==> src/rtl/adrf_spi_sched.sv <==
// Two-requester round-robin SPI master for the ADRF6612 3-wire register bus.
// One 16-bit frame per grant, with SDIO turnaround and 8-bit read capture on read frames.
module adrf_spi_sched #(
    parameter int CLK_DIV  = 4,
    parameter int CS_SETUP = 2,
    parameter int CS_HOLD  = 2,
    parameter int GAP      = 4
) (
    input  logic        clk,
    input  logic        resync_n,
    input  logic [1:0]  req,
    input  logic [15:0] cmd0,
    input  logic [15:0] cmd1,
    output logic [1:0]  gnt,
    output logic [1:0]  done,
    output logic [7:0]  rdata,
    output logic        busy,
    output logic        spi_cs_n,
    output logic        spi_sclk,
    output logic        spi_sdo,
    output logic        spi_oe,
    input  logic        spi_sdi
);

    localparam logic [15:0] DIV_END   = 16'(CLK_DIV - 1);
    localparam logic [15:0] SETUP_END = 16'(CS_SETUP - 1);
    localparam logic [15:0] HOLD_END  = 16'(CS_HOLD - 1);
    localparam logic [15:0] GAP_END   = 16'(GAP - 1);

    typedef enum logic [2:0] {
        ST_IDLE,
        ST_SETUP,
        ST_SHIFT,
        ST_HOLD,
        ST_GAP
    } state_t;

    state_t      state;
    logic [15:0] cnt;
    logic [3:0]  bit_idx;
    logic [15:0] sreg;
    logic [7:0]  rsh;
    logic        is_read;
    logic        prio;
    logic        sel;

    // prio names the requester that wins when both ask at once
    always_comb begin
        sel = req[1];
        if (req == 2'b11) begin
            sel = prio;
        end
    end

    always_ff @(posedge clk or negedge resync_n) begin
        if (!resync_n) begin
            state    <= ST_IDLE;
            cnt      <= '0;
            bit_idx  <= '0;
            sreg     <= '0;
            rsh      <= '0;
            is_read  <= 1'b0;
            prio     <= 1'b0;
            gnt      <= '0;
            done     <= '0;
            rdata    <= '0;
            busy     <= 1'b0;
            spi_cs_n <= 1'b1;
            spi_sclk <= 1'b0;
            spi_sdo  <= 1'b0;
            spi_oe   <= 1'b0;
        end else begin
            done <= '0;
            case (state)
                ST_IDLE: begin
                    if (req != 2'b00) begin
                        gnt      <= sel ? 2'b10 : 2'b01;
                        prio     <= ~sel;
                        sreg     <= sel ? cmd1 : cmd0;
                        is_read  <= sel ? cmd1[15] : cmd0[15];
                        spi_sdo  <= sel ? cmd1[15] : cmd0[15];
                        spi_cs_n <= 1'b0;
                        spi_oe   <= 1'b1;
                        busy     <= 1'b1;
                        cnt      <= '0;
                        state    <= ST_SETUP;
                    end
                end
                ST_SETUP: begin
                    if (cnt == SETUP_END) begin
                        cnt     <= '0;
                        bit_idx <= 4'd15;
                        state   <= ST_SHIFT;
                    end else begin
                        cnt <= cnt + 16'd1;
                    end
                end
                ST_SHIFT: begin
                    if (cnt == DIV_END) begin
                        cnt <= '0;
                        if (!spi_sclk) begin
                            spi_sclk <= 1'b1;
                        end else begin
                            // End of a high phase: sample read data, then open the next bit's low phase
                            spi_sclk <= 1'b0;
                            if (is_read && bit_idx <= 4'd7) begin
                                rsh <= {rsh[6:0], spi_sdi};
                            end
                            if (bit_idx == 4'd0) begin
                                state <= ST_HOLD;
                            end else begin
                                bit_idx <= bit_idx - 4'd1;
                                sreg    <= {sreg[14:0], 1'b0};
                                if (is_read && bit_idx <= 4'd8) begin
                                    spi_oe  <= 1'b0;
                                    spi_sdo <= 1'b0;
                                end else begin
                                    spi_sdo <= sreg[14];
                                end
                            end
                        end
                    end else begin
                        cnt <= cnt + 16'd1;
                    end
                end
                ST_HOLD: begin
                    if (cnt == HOLD_END) begin
                        cnt      <= '0;
                        spi_cs_n <= 1'b1;
                        spi_oe   <= 1'b0;
                        spi_sdo  <= 1'b0;
                        gnt      <= '0;
                        done     <= gnt;
                        if (is_read) begin
                            rdata <= rsh;
                        end
                        state <= ST_GAP;
                    end else begin
                        cnt <= cnt + 16'd1;
                    end
                end
                ST_GAP: begin
                    if (cnt == GAP_END) begin
                        cnt   <= '0;
                        busy  <= 1'b0;
                        state <= ST_IDLE;
                    end else begin
                        cnt <= cnt + 16'd1;
                    end
                end
                default: begin
                    state <= ST_IDLE;
                end
            endcase
        end
    end

endmodule

==> config.mk <==
export PLATFORM = sky130hd
export DESIGN_NAME = adrf_spi_sched
export DESIGN_NICKNAME = d
export VERILOG_FILES = /design/src/rtl/adrf_spi_sched.sv
export SDC_FILE = /design/constraint.sdc
export NUM_CORES = 1
export LEC_CHECK = 0
export BUFFER_PORTS_ARGS = -buffer_cell sky130_fd_sc_hd__buf_2
export CAP_MARGIN = 20
export CORE_AREA = 10 10 104 106
export DETAILED_ROUTE_END_ITERATION = 16
export DIE_AREA = 0 0 114 116
export SKIP_LAST_GASP = 1
export SYNTH_ARGS = -nofsm -noshare
export SYNTH_HDL_FRONTEND = slang
export SYNTH_SLANG_ARGS = --single-unit
==> constraint.sdc <==
create_clock -name clk -period 2.43 [get_ports clk]
set_input_delay 0.486 -clock clk [delete_from_list [all_inputs] [get_ports clk]]
set_output_delay 0.486 -clock clk [all_outputs]
set_load 0.05 [all_outputs]
Yosys cells after proc, flatten, opt, wreduce, memory -nomap -nowiden --
Cells that the tools add are included.
Storage, ports and cells: input port bits 37, register bits 65, logic and storage cells 111, output and inout bits 17
Cells by class: magnitude comparators 2, add/subtract/negate cells 2, mux-type cells 50, reductions and logical operators 25, bitwise operators 1, equal/unequal tests 16
Operator list (number):
- 2-to-1 mux 15 bit | 5
- 2-to-1 mux 16 bit | 3
- one-hot mux 16 bit (3 select lines) | 1
- one-hot mux 15 bit (2 select lines) | 1
- 2-to-1 mux 3 bit | 7
- != test 2 bit (second input constant) | 9
- 2-to-1 mux 1 bit | 17
- adder 16 x 1 -> 16 bit (second input constant) | 1
- == test 16 x 1 -> 1 bit (second input constant) | 1
- == test 16 x 2 -> 1 bit (second input constant) | 1
- 2-to-1 mux 4 bit | 4
- one-hot mux 3 bit (5 select lines) | 1
- AND reduction 7 bit | 2
- 2-to-1 mux 2 bit | 5
- AND reduction 5 bit | 2
- nonzero test 2 bit | 5
- AND reduction 3 bit | 3
- one-hot mux 4 bit (2 select lines) | 1
- == test 3 x 2 -> 1 bit (second input constant) | 2
- one-hot mux 1 bit (3 select lines) | 2
- AND reduction 2 bit | 3
- AND reduction 6 bit | 1
- nonzero test 3 bit | 2
- less-or-equal comparator 4 x 3 -> 1 bit (second input constant) | 1
- 13 further kinds | 16

Longest topological paths before layout --
Gate-level depths: netlist of run 1.
depth in word-level cells 7, gate-level depth with buffers 7, depth with buffers taken out 7

Least setup slack after synthesis of run 1 --
OpenSTA, ideal clock, no wires.
path type register -> register, start point reg cnt[11], end point reg rsh[0], cell stages (with the launch flop) 6, clock period less this slack 2031 ps, data arrival time 1906 ps, data required time 2305 ps, slack 399 ps, library setup time 125 ps, path buffers 1, cell sequence dfrtp_1 -> nor4_4 -> nand4_4 -> or4_4 -> buf_6 -> mux2_4
Between the ends: word-level cells in the longest chain between the ends 2
RTL lines:
- start, declared | RTL line 39 | logic [15:0] cnt;
- start signal, assigned | RTL line 95 | cnt <= cnt + 16'd1;
- start signal, assigned | RTL line 123 | cnt <= cnt + 16'd1;
- start signal, assigned | RTL line 139 | cnt <= cnt + 16'd1;
- == test 16 x 2 -> 1 bit | RTL line 99 | if (cnt == DIV_END) begin
- AND reduction 4 bit (no line)
- end signal, assigned | RTL line 107 | rsh <= {rsh[6:0], spi_sdi};
- end, declared | RTL line 42 | logic [7:0] rsh;
No other way between the ends. A chain may end at the register's enable or synchronous reset.

Final worst setup path of run 1 --
start point reg cnt[11], end point reg sreg[10]
Between the ends: word-level cells in the longest chain between the ends 3
RTL lines:
- == test 16 x 2 -> 1 bit | RTL line 99
- != test 2 bit (no line)
- AND reduction 5 bit (no line)
- end signal, assigned | RTL line 79 | sreg <= sel ? cmd1 : cmd0;
- end signal, assigned | RTL line 113 | sreg <= {sreg[14:0], 1'b0};
- end, declared | RTL line 41 | logic [15:0] sreg;
No other way between the ends.

==> results of run 1 <==
## routing by layer
metal | global-route usage [%] | wire length, um
met2 | 17.5 | 3270
met3 | 4.24 | 326
met1 | 15.6 | 3570
met5 | 0 | 0
met4 | 4.51 | 85
## registers in the layout (all words and copies together), names as in the netlist
name	flops
cnt	16
sreg	15
rdata	8
rsh	8
bit_idx	4
state	3
done	2
gnt	2
busy	1
is_read	1
prio	1
spi_cs_n	1
spi_oe	1
spi_sclk	1
spi_sdo	1
## final timing paths
kind | from | to | slack, ns | cells after the start
setup / recovery | cnt[11]$_DFFE_PN0P_ | sreg[10]$_DFFE_PN0P_ | 0.27 | 5
hold / removal | resync_n | cnt[14]$_DFFE_PN0P_ | 0.15 | 1
setup reg to reg | cnt[11]$_DFFE_PN0P_ | sreg[10]$_DFFE_PN0P_ | 0.27 | 5
hold reg to reg | sreg[0]$_DFFE_PN0P_ | sreg[0]$_DFFE_PN0P_ | 0.50 | 1
max in group asynchronous | resync_n | spi_cs_n$_DFFE_PN1P_ | 1.61 | 2
min in group clk | spi_sdi | rsh[0]$_DFFE_PN0P_ | 0.38 | 2
## logic make-up after synthesis
kind of cell / after synthesis / synth area share (%)
simple gates: 107 / 17.0
flops: 65 / 48.0
mux: 50 / 17.9
compound gates: 47 / 8.60
buf+inv: 23 / 3.25
xor+xnor: 16 / 4.13
fa+ha+maj: 3 / 1.11
## cell usage after synthesis (4+ instances only)
cell type	number	share of area [%]
dfrtp_1	64	47
mux2_2	16	5.3
nand3_1	15	2.2
mux2_4	17	7.5
nor3_1	9	1.3
xor2_1	13	3.4
nor2_1	26	2.9
clkbuf_1	5	0.55
o21ai_0	25	3.7
nand2_1	25	2.8
inv_1	10	1.1
mux2i_1	17	5.0
nand4_1	6	1.1
buf_2	4	0.59
## power by group through the flow
stage	combinational, W	clock [W]	sequential (W)
floorplan	0.0000348	0	0.00111
global placement	0.000102	0	0.00111
detailed placement	0.000104	0	0.00111
CTS	0.000104	0.000966	0.00108
global route	0.000116	0.00102	0.00108
finish	0.000100	0.000932	0.00108
## worst max-delay path: cells and delay by family (launching register included)
family	cells	cell delay, ns
DFF	1	0.45
muxes	1	0.35
AOI/OAI and AO/OA	1	0.24
and+or+nand+nor	3	1.01
## layout make-up
type	instances	area share, %
Timing Repair Buffer	67	9.46
Sequential cell	65	40.2
Tap cell	108	3.34
Clock inverter	7	1.92
Inverter	10	0.927
Multi-Input combinational cell	223	41.1
Clock buffer	9	3.06
## through the flow
step	utilization [%]	instances	total power (W)	cell area (um2)
5_1_grt	46.7	489	0.00222	4050
6_report	46.7	489	0.00212	4050
4_1_cts	46.6	489	0.00215	4040
3_5_place_dp	44.2	473	0.00121	3840
3_3_place_gp	44.2	473	0.00121	3840
2_1_floorplan	-	311	0.00114	3390
==> metrics.md, run 1 <==
| Metric | Value |
|---|---|
| Switching Share | `23.9%` |
| Final Hold Viols | `0` |
| # DRC | `0` |
| RSZ-0062 raised after global routing | `no` |
| Register area | `1630 um2` |
| Clk network pwr share | `44.0%` |
| Worst Setup End Kind | `flip-flop` |
| Critical Path Start Type | `flip-flop` |
| Worst-margin pin slew | `0.631 ns` |
| GRT Total Usage | `11.8%` |
| Max_cap viols | `0` |
| Cts hold-fix bufs | `0` |
| Library cells used by synthesis | `52` |
| Clk_skew | `0.0149 ns` |
| Post-synthesis register bit count | `65` |
| First-pass GRT wire length | `12.8 mm` |
| Worst-case clock buffer depth | `2` |
| Crit Path Max Fanout | `15` |
| Async set or reset register ratio after synthesis | `100%` |
| Largest net degree at the start of global routing | `42` |
| DRT Pass-1 Iters | `4` |
| Antenna diodes | `0` |
| Ys flop type | `dfrtp_1` |
| Worst hold slack | `0.153 ns` |
| Power Dens Cells | `523 nW/um2` |
| Fillers | `837` |
| # clock sinks | `65` |
| PostCTS Resize Cnt | `0` |
| Core area | `8680 um2` |
| Vias in the first global route | `2,654` |
| Top Ports | `54` |
| CP required | `2.66 ns` |
| H-tree depth | `3` |
| CTS tree | `built` |
| Synthesized netlist net count | `351` |
| Peak supply drop | `357 uV` |
| Clk_lat worst skew | `0.34 ns` |
| Slew margin rel. | `57.8%` |
| Slowest cell on the critical path | `dfrtp_1` |
| CP max stage delay | `0.45 ns` |
| Initial antenna violation count | `0` |
| Critical path class | `reg2reg` |
| Post-DRT Antenna Nets | `0` |
| Reg power frac | `51.2%` |
| Clock Pin Slew Worst Setup and Hold Paths | `0.08 ns` |
| Chip width | `114 um` |
| Total grt overflow | `0` |
| Register area share after synthesis | `48.0%` |
| Number of synthesized flops with an enable pin | `0` |
| Port-buffer cells | `53` |
| Multi-input logic area | `1660 um2` |
| Initial Util | `39.1%` |
| Die Y | `116 um` |
| Setup ws final | `0.266 ns` |
| Status | `finished, final reports clean` |
| Hold Crit Class | `in2async` |
| Int Pwr | `0.00161 W` |
| Mapped Cells | `311` |
| Area grow syn2layout | `19.4%` |
| Root buffer cell | `clkbuf_8` |
| Setup TNS | `0 ns` |
| Via/cell ratio | `5.11` |
| DR WL/cell | `14.8 um` |
| Psw | `0.000506 W` |
| Setup Fix Bufs, Post-CTS | `0` |
| YS warnings | `0` |
| Final min period | `2.16 ns` |
| Crit path cell chain | `nor4_4 > nand4_4 > nor4_2 > o21ai_4 > mux2_4` |
| Placement Setup Slack | `0.0726 ns` |
| Commonest non-fill, non-tap cells in the layout | `64 x dfrtp_1, 53 x buf_2, 26 x nor2_1` |
| HPWL after DPL | `5.31 mm` |
| Most common cell after layout, fill and taps aside | `dfrtp_1` |
| Via count | `2,500` |
| GP Congestion | `0.824` |
| Combinational share of power | `4.7%` |
| Nets | `416` |
| Mapped cell area | `3390 um2` |
| Max Clk Rate | `0.462 GHz` |
| WP data arrival | `2.40 ns` |
| Total CTS buffers | `9` |
| Leakage power | `2.01 nW` |
| Die area | `13,200 um2` |
| Period Utilization, post-route | `89.1%` |
| Initial drt markers | `109` |
| Total Wirelength | `7.25 mm` |
| Mean post-synth cell area | `10.9 um2` |
| Final setup violation count | `0` |
| Rows | `34` |
| Layout cell share with drive strength beyond 1 | `33.6%` |
| Slew Viols, Final | `0` |
Note: power is estimated with default switching activity, not from simulation.
==> run 2, diff against run 1 <==
Settings changed: RECOVER_POWER from default to 100.
==> run 2 against run 1 <==
Effect of this change:
- die area stayed put
- sequential share of layout area is 0.98 points higher
- register-to-register slack worse by 0.04 ns
- via count is 0.24% higher
- critical path depth is 1 higher
- cell area is 2.4% lower
- non-clock buffer count stayed put
- setup slack worse by 0.040 ns
- total power hardly changed
- sequential cell count stayed put
- sequential power hardly changed
- final cell count stayed put
- critical endpoint is now cnt[5]$_DFFE_PN0P_
==> metrics.md, run 2 (synthesis gave the netlist of run 1 again) <==
| Metric | Value |
|---|---|
| WHS Path Cells | `2` |
| Setup Fix Bufs, Post-CTS | `0 (unchanged)` |
| HPWL after DPL | `5.31 mm (unchanged)` |
| CP max stage delay | `0.48 ns (+0.03 ns)` |
| Reg2reg path depth | `6 (+1)` |
| Final min period | `2.20 ns (+0.0401 ns)` |
| Total CTS buffers | `9 (unchanged)` |
| Slowest cell on the critical path | `or3b_1` |
| Initial antenna violation count | `0 (unchanged)` |
| GP Congestion | `0.824 (unchanged)` |
| Final Hold Viols | `0 (unchanged)` |
| Nets | `416 (unchanged)` |
| Commonest non-fill, non-tap cells in the layout | `64 x dfrtp_1, 35 x buf_2, 26 x nor2_1` |
| Clock Pin Slew Worst Setup and Hold Paths | `0.08 ns (about the same)` |
| CP delay by family, top | `simple AND/OR/NAND/NOR gates` |
| Max reg flops | `16 (unchanged)` |
| Largest net degree at the start of global routing | `42 (unchanged)` |
| Slew margin rel. | `3.23% (-55 points)` |
| Worst-case clock buffer depth | `2 (unchanged)` |
| Port-buffer cells | `53 (unchanged)` |
| Register area | `1630 um2 (unchanged)` |
| Clk_lat worst skew | `0.35 ns (about the same)` |
| Status | `finished, final reports clean` |
| R2R Path Start | `cnt[11]$_DFFE_PN0P_` |
| Area grow syn2layout | `16.6%` |
| # clock sinks | `65 (unchanged)` |
| PostCTS Resize Cnt | `0 (unchanged)` |
| Critical path class | `reg2reg` |
| # DRC | `0 (unchanged)` |
| H-tree depth | `3 (unchanged)` |
| Reg2reg setup slack | `0.23 ns (-0.04 ns)` |
| Max_cap viols | `0 (unchanged)` |
| Vias in the first global route | `2,654 (unchanged)` |
| Via count | `2,506 (+0.24%)` |
| First-pass GRT wire length | `12.8 mm (unchanged)` |
| Leakage power | `1.88 nW (-6.6%)` |
| Slew Viols, Final | `0 (unchanged)` |
| Antenna diodes | `0 (unchanged)` |
| DR WL/cell | `14.8 um (about the same)` |
| Cts hold-fix bufs | `0 (unchanged)` |
| Layout cell share with drive strength beyond 1 | `23.9% (-9.7 points)` |
| Crit Path Max Fanout | `13 (-2)` |
| Reg-to-reg endpoint | `cnt[5]$_DFFE_PN0P_` |
| Critical Path Start Type | `flip-flop` |
| Power Dens Cells | `535 nW/um2 (+2.4%)` |
| Initial drt markers | `113 (+3.7%)` |
| Initial Util | `39.1% (unchanged)` |
| Core area | `8680 um2 (unchanged)` |
| RSZ-0062 raised after global routing | `no` |
| Most common cell after layout, fill and taps aside | `dfrtp_1` |
| Hold path startpoint | `spi_sdi` |
| Hold Crit Class | `in2reg` |
| Largest register by flop count | `cnt` |
| CP required | `2.64 ns (-0.02 ns)` |
| CP bufs+invs | `1 (+1)` |
| Total Wirelength | `7.25 mm (about the same)` |
| Fillers | `874 (+4.4%)` |
| Max Clk Rate | `0.454 GHz (-1.8%)` |
| Via/cell ratio | `5.12 (+0.24%)` |
| Setup ws final | `0.226 ns (-0.0401 ns)` |
| Rows | `34 (unchanged)` |
| Top Ports | `54 (unchanged)` |
| Min-Delay Endpoint | `rsh[0]$_DFFE_PN0P_` |
| Peak supply drop | `351 uV (-1.7%)` |
| Final core occ | `45.5% (-1.1 points)` |
| Multi-input logic area | `1600 um2 (-3.6%)` |
| Clk_skew | `0.0172 ns (+0.00228 ns)` |
| GRT Total Usage | `11.8% (unchanged)` |
| Top Registers | `cnt x16, sreg x15` |
| Post-DRT Antenna Nets | `0 (unchanged)` |
| Root buffer cell | `clkbuf_8` |
| WP data arrival | `2.42 ns (+0.02 ns)` |
| Chip width | `114 um (unchanged)` |
| DRT Pass-1 Iters | `4 (unchanged)` |
| Worst Setup End Kind | `flip-flop` |
| Placement Setup Slack | `0.0726 ns (unchanged)` |
| CTS tree | `built` |
| Worst-margin pin slew | `1.45 ns (+0.821 ns)` |
| Setup TNS | `0 ns (unchanged)` |
| Total grt overflow | `0 (unchanged)` |
| Final setup violation count | `0 (unchanged)` |
| Crit path cell chain | `nor4_4 > nand4_4 > or3b_1 > a21oi_2 > clkbuf_2 > nor2_1` |
| Die Y | `116 um (unchanged)` |
| Die area | `13,200 um2 (unchanged)` |
| Period Utilization, post-route | `90.7% (+1.7 points)` |
[run 2: cell types whose count changed in the layout (fill, tap and decap cells not counted), sizes merged]
| cell | previous run | this run |
|---|---|---|
| clkbuf | 9 | 31 |
| buf | 67 | 45 |
[run 2: worst max-delay path by stage]
stage,startpoint,to,slack (ns),depth (start not counted)
after floorplan,cnt[11]$_DFFE_PN0P_,rsh[0]$_DFFE_PN0P_,0.40,5
after global placement,bit_idx[0]$_DFFE_PN0P_,sreg[5]$_DFFE_PN0P_,0.13,6
after detailed placement,bit_idx[0]$_DFFE_PN0P_,sreg[1]$_DFFE_PN0P_,0.07,6
after CTS,bit_idx[0]$_DFFE_PN0P_,sreg[1]$_DFFE_PN0P_,0.04,6
after global routing,cnt[11]$_DFFE_PN0P_,cnt[5]$_DFFE_PN0P_,0.08,6
final,cnt[11]$_DFFE_PN0P_,cnt[5]$_DFFE_PN0P_,0.23,6
[run 2: per-layer routing]
layer	track usage, %	share of wire [%]	vias to the layer above
met4	4.51	1.4	0
met5	0	0	-
met2	17.5	45	54
li1	-	-	1238
met3	4.24	4.9	7
met1	15.6	49	1207
[run 2: area by class of cell]
cell class | count | area share, %
Timing Repair Buffer | 67 | 8.77
Clock buffer | 9 | 3.13
Clock inverter | 7 | 1.96
Tap cell | 108 | 3.42
Inverter | 10 | 0.950
Multi-Input combinational cell | 223 | 40.6
Sequential cell | 65 | 41.2
[run 2: through the flow]
step	hold slack (ns)	total power (W)	cell area, um2	std cells
2_1_floorplan	0.190	0.00114	3390	311
3_3_place_gp	0.474	0.00121	3840	473
3_5_place_dp	0.474	0.00121	3840	473
4_1_cts	0.168	0.00215	4040	489
5_1_grt	0.350	0.00222	3950	489
6_report	0.365	0.00212	3950	489
[run 2: power by group]
part           internal (W)  switching [W]  total [W]  leakage [nW]
Sequential          0.00108     0.00000147    0.00108         0.868
Combinational     0.0000440      0.0000544  0.0000983         0.907
Clock              0.000482       0.000451   0.000933         0.100
Total               0.00161       0.000507    0.00212          1.88
==> run 3, diff against run 2 <==
Settings changed: PLACE_DENSITY from default to 0.66.
Clock period 2.43 ns to 2.3 ns, I/O delays scaled along.
==> run 3 against run 2 <==
Effect of this change:
- hold slack got worse by 0.021 ns
- critical endpoint is now cnt[15]$_DFFE_PN0P_
- total power rose by 5.5%
- critical path depth did not move
==> metrics.md, run 3 (synthesis gave the netlist of run 1 again) <==
| Metric | Value |
|---|---|
| Core area | `8680 um2 (unchanged)` |
| Antenna diodes | `0 (unchanged)` |
| Hold Crit Class | `in2reg` |
| Period Utilization, post-route | `95.0% (+4.3 points)` |
| Setup Fix Bufs, Post-CTS | `0 (unchanged)` |
| Min-Delay Endpoint | `rsh[0]$_DFFE_PN0P_` |
| DRT Pass-1 Iters | `4 (unchanged)` |
| Die Y | `116 um (unchanged)` |
| Reg2reg path depth | `6 (unchanged)` |
| RSZ-0062 raised after global routing | `no` |
| Leakage power | `1.87 nW (-0.50%)` |
| Final min period | `2.18 ns (-0.0202 ns)` |
| Max_cap viols | `0 (unchanged)` |
| Total CTS buffers | `9 (unchanged)` |
| PostCTS Resize Cnt | `0 (unchanged)` |
| Hold path startpoint | `spi_sdi` |
| Total Wirelength | `7.24 mm (-0.21%)` |
| Via/cell ratio | `5.14 (+0.39%)` |
| Port-buffer cells | `53 (unchanged)` |
| H-tree depth | `3 (unchanged)` |
| Commonest non-fill, non-tap cells in the layout | `64 x dfrtp_1, 35 x buf_2, 26 x nor2_1` |
| Critical path class | `reg2reg` |
| Clock Pin Slew Worst Setup and Hold Paths | `0.08 ns (about the same)` |
| Reg2reg setup slack | `0.12 ns (-0.11 ns)` |
| Slowest cell on the critical path | `or3b_1` |
| Worst hold slack | `0.344 ns (-0.0205 ns)` |
| Initial antenna violation count | `0 (unchanged)` |
| Final Hold Viols | `0 (unchanged)` |
| Layout cell share with drive strength beyond 1 | `23.6% (-0.32 points)` |
| Worst-case clock buffer depth | `2 (unchanged)` |
| Most common cell after layout, fill and taps aside | `dfrtp_1` |
| GRT Total Usage | `11.6% (-0.27 points)` |
| Fillers | `883 (+1.0%)` |
| Worst Setup End Kind | `flip-flop` |
| HPWL after DPL | `5.42 mm (+2.2%)` |
| WP data arrival | `2.41 ns (about the same)` |
| Placement Setup Slack | `0.168 ns (+0.0952 ns)` |
| CP required | `2.52 ns (-0.12 ns)` |
| Top Ports | `54 (unchanged)` |
| Final setup violation count | `0 (unchanged)` |
| Crit Path Max Fanout | `13 (unchanged)` |
| Setup TNS | `0 ns (unchanged)` |
| CP max stage delay | `0.50 ns (+0.02 ns)` |
| Area grow syn2layout | `16.0%` |
| Worst-margin pin slew | `1.37 ns (-0.0820 ns)` |
| Initial Util | `39.1% (unchanged)` |
| Rows | `34 (unchanged)` |
| CTS tree | `built` |
| Max Clk Rate | `0.458 GHz (+0.92%)` |
| Die area | `13,200 um2 (unchanged)` |
| Setup ws final | `0.116 ns (-0.110 ns)` |
| Largest register by flop count | `cnt` |
| Root buffer cell | `clkbuf_8` |
| Reg-to-reg endpoint | `cnt[15]$_DFFE_PN0P_` |
| Status | `finished, final reports clean` |
| # clock sinks | `65 (unchanged)` |
| # DRC | `0 (unchanged)` |
| First-pass GRT wire length | `12.6 mm (-1.6%)` |
| Slew margin rel. | `8.70% (+5.5 points)` |
| GP Congestion | `0.831 (+0.83%)` |
| R2R Path Start | `cnt[11]$_DFFE_PN0P_` |
| Critical Path Start Type | `flip-flop` |
| Vias in the first global route | `2,612 (-1.6%)` |
| Initial drt markers | `162 (+43%)` |
| DR WL/cell | `14.8 um (-0.41%)` |
| Nets | `417 (+0.24%)` |
| Total grt overflow | `0 (unchanged)` |
| Crit path cell chain | `nor4_4 > nand4_4 > or3b_1 > a21oi_2 > clkbuf_4 > nor2_1` |
| Chip width | `114 um (unchanged)` |
| Via count | `2,521 (+0.60%)` |
| Largest net degree at the start of global routing | `40 (-4.8%)` |
| Clk_skew | `0.0133 ns (-0.00387 ns)` |
| Top Registers | `cnt x16, sreg x15` |
| Power Dens Cells | `568 nW/um2 (+6.1%)` |
| WHS Path Cells | `2 (unchanged)` |
| Post-DRT Antenna Nets | `0 (unchanged)` |
| Clk_lat worst skew | `0.35 ns (about the same)` |
| Max reg flops | `16 (unchanged)` |
| Peak supply drop | `314 uV (-10%)` |
| Cts hold-fix bufs | `0 (unchanged)` |
| Slew Viols, Final | `0 (unchanged)` |
## run 3: critical path: cells and delay by family, from the launching register on
kind	cells	cell delay, ns
buf+inv	1	0.24
flops	1	0.45
simple gates	4	1.20
compound gates	1	0.18
## run 3: metal layers
layer | track usage (%) | part of all wire (%) | up-vias
met5 | 0 | 0 | -
met4 | 4.51 | 1.6 | 0
met3 | 3.62 | 5.9 | 8
met2 | 17.8 | 46 | 65
met1 | 14.9 | 47 | 1213
li1 | - | - | 1235
## run 3: layout make-up
cell class	count	area (um2)	share of cell area, %
well taps	108	135	3.44
clock buffers	9	124	3.15
multi-input cells	223	1590	40.5
inverters	10	37.5	0.955
flip-flops and latches	65	1630	41.4
clock inverters	7	77.6	1.97
repair buffers	68	338	8.59
## run 3: worst max-delay path by stage
stage | start | endpoint | cells past startpoint
2_1_floorplan | cnt[11]$_DFFE_PN0P_ | rsh[0]$_DFFE_PN0P_ | 5
3_3_place_gp | cnt[11]$_DFFE_PN0P_ | rsh[1]$_DFFE_PN0P_ | 4
3_5_place_dp | cnt[11]$_DFFE_PN0P_ | rsh[2]$_DFFE_PN0P_ | 4
4_1_cts | cnt[11]$_DFFE_PN0P_ | rsh[4]$_DFFE_PN0P_ | 4
5_1_grt | cnt[11]$_DFFE_PN0P_ | rdata[3]$_DFFE_PN0P_ | 5
6_report | cnt[11]$_DFFE_PN0P_ | cnt[15]$_DFFE_PN0P_ | 6
## run 3: power breakdown
group          switching [W]  total [W]  internal [W]  leakage [nW]
logic              0.0000563   0.000100     0.0000438         0.897
registers         0.00000186    0.00115       0.00114         0.868
clock network       0.000478   0.000987      0.000509         0.100
total               0.000536    0.00223       0.00170          1.87
## run 3: stage by stage
| step | instance area (um2) | util (%) | total power, W | instances |
|---|---|---|---|---|
| floorplan | 3390 | - | 0.00121 | 311 |
| global placement | 3850 | 44.3 | 0.00128 | 474 |
| detailed placement | 3850 | 44.3 | 0.00128 | 474 |
| CTS | 4050 | 46.7 | 0.00227 | 490 |
| global route | 3930 | 45.3 | 0.00233 | 490 |
| finish | 3930 | 45.3 | 0.00223 | 490 |
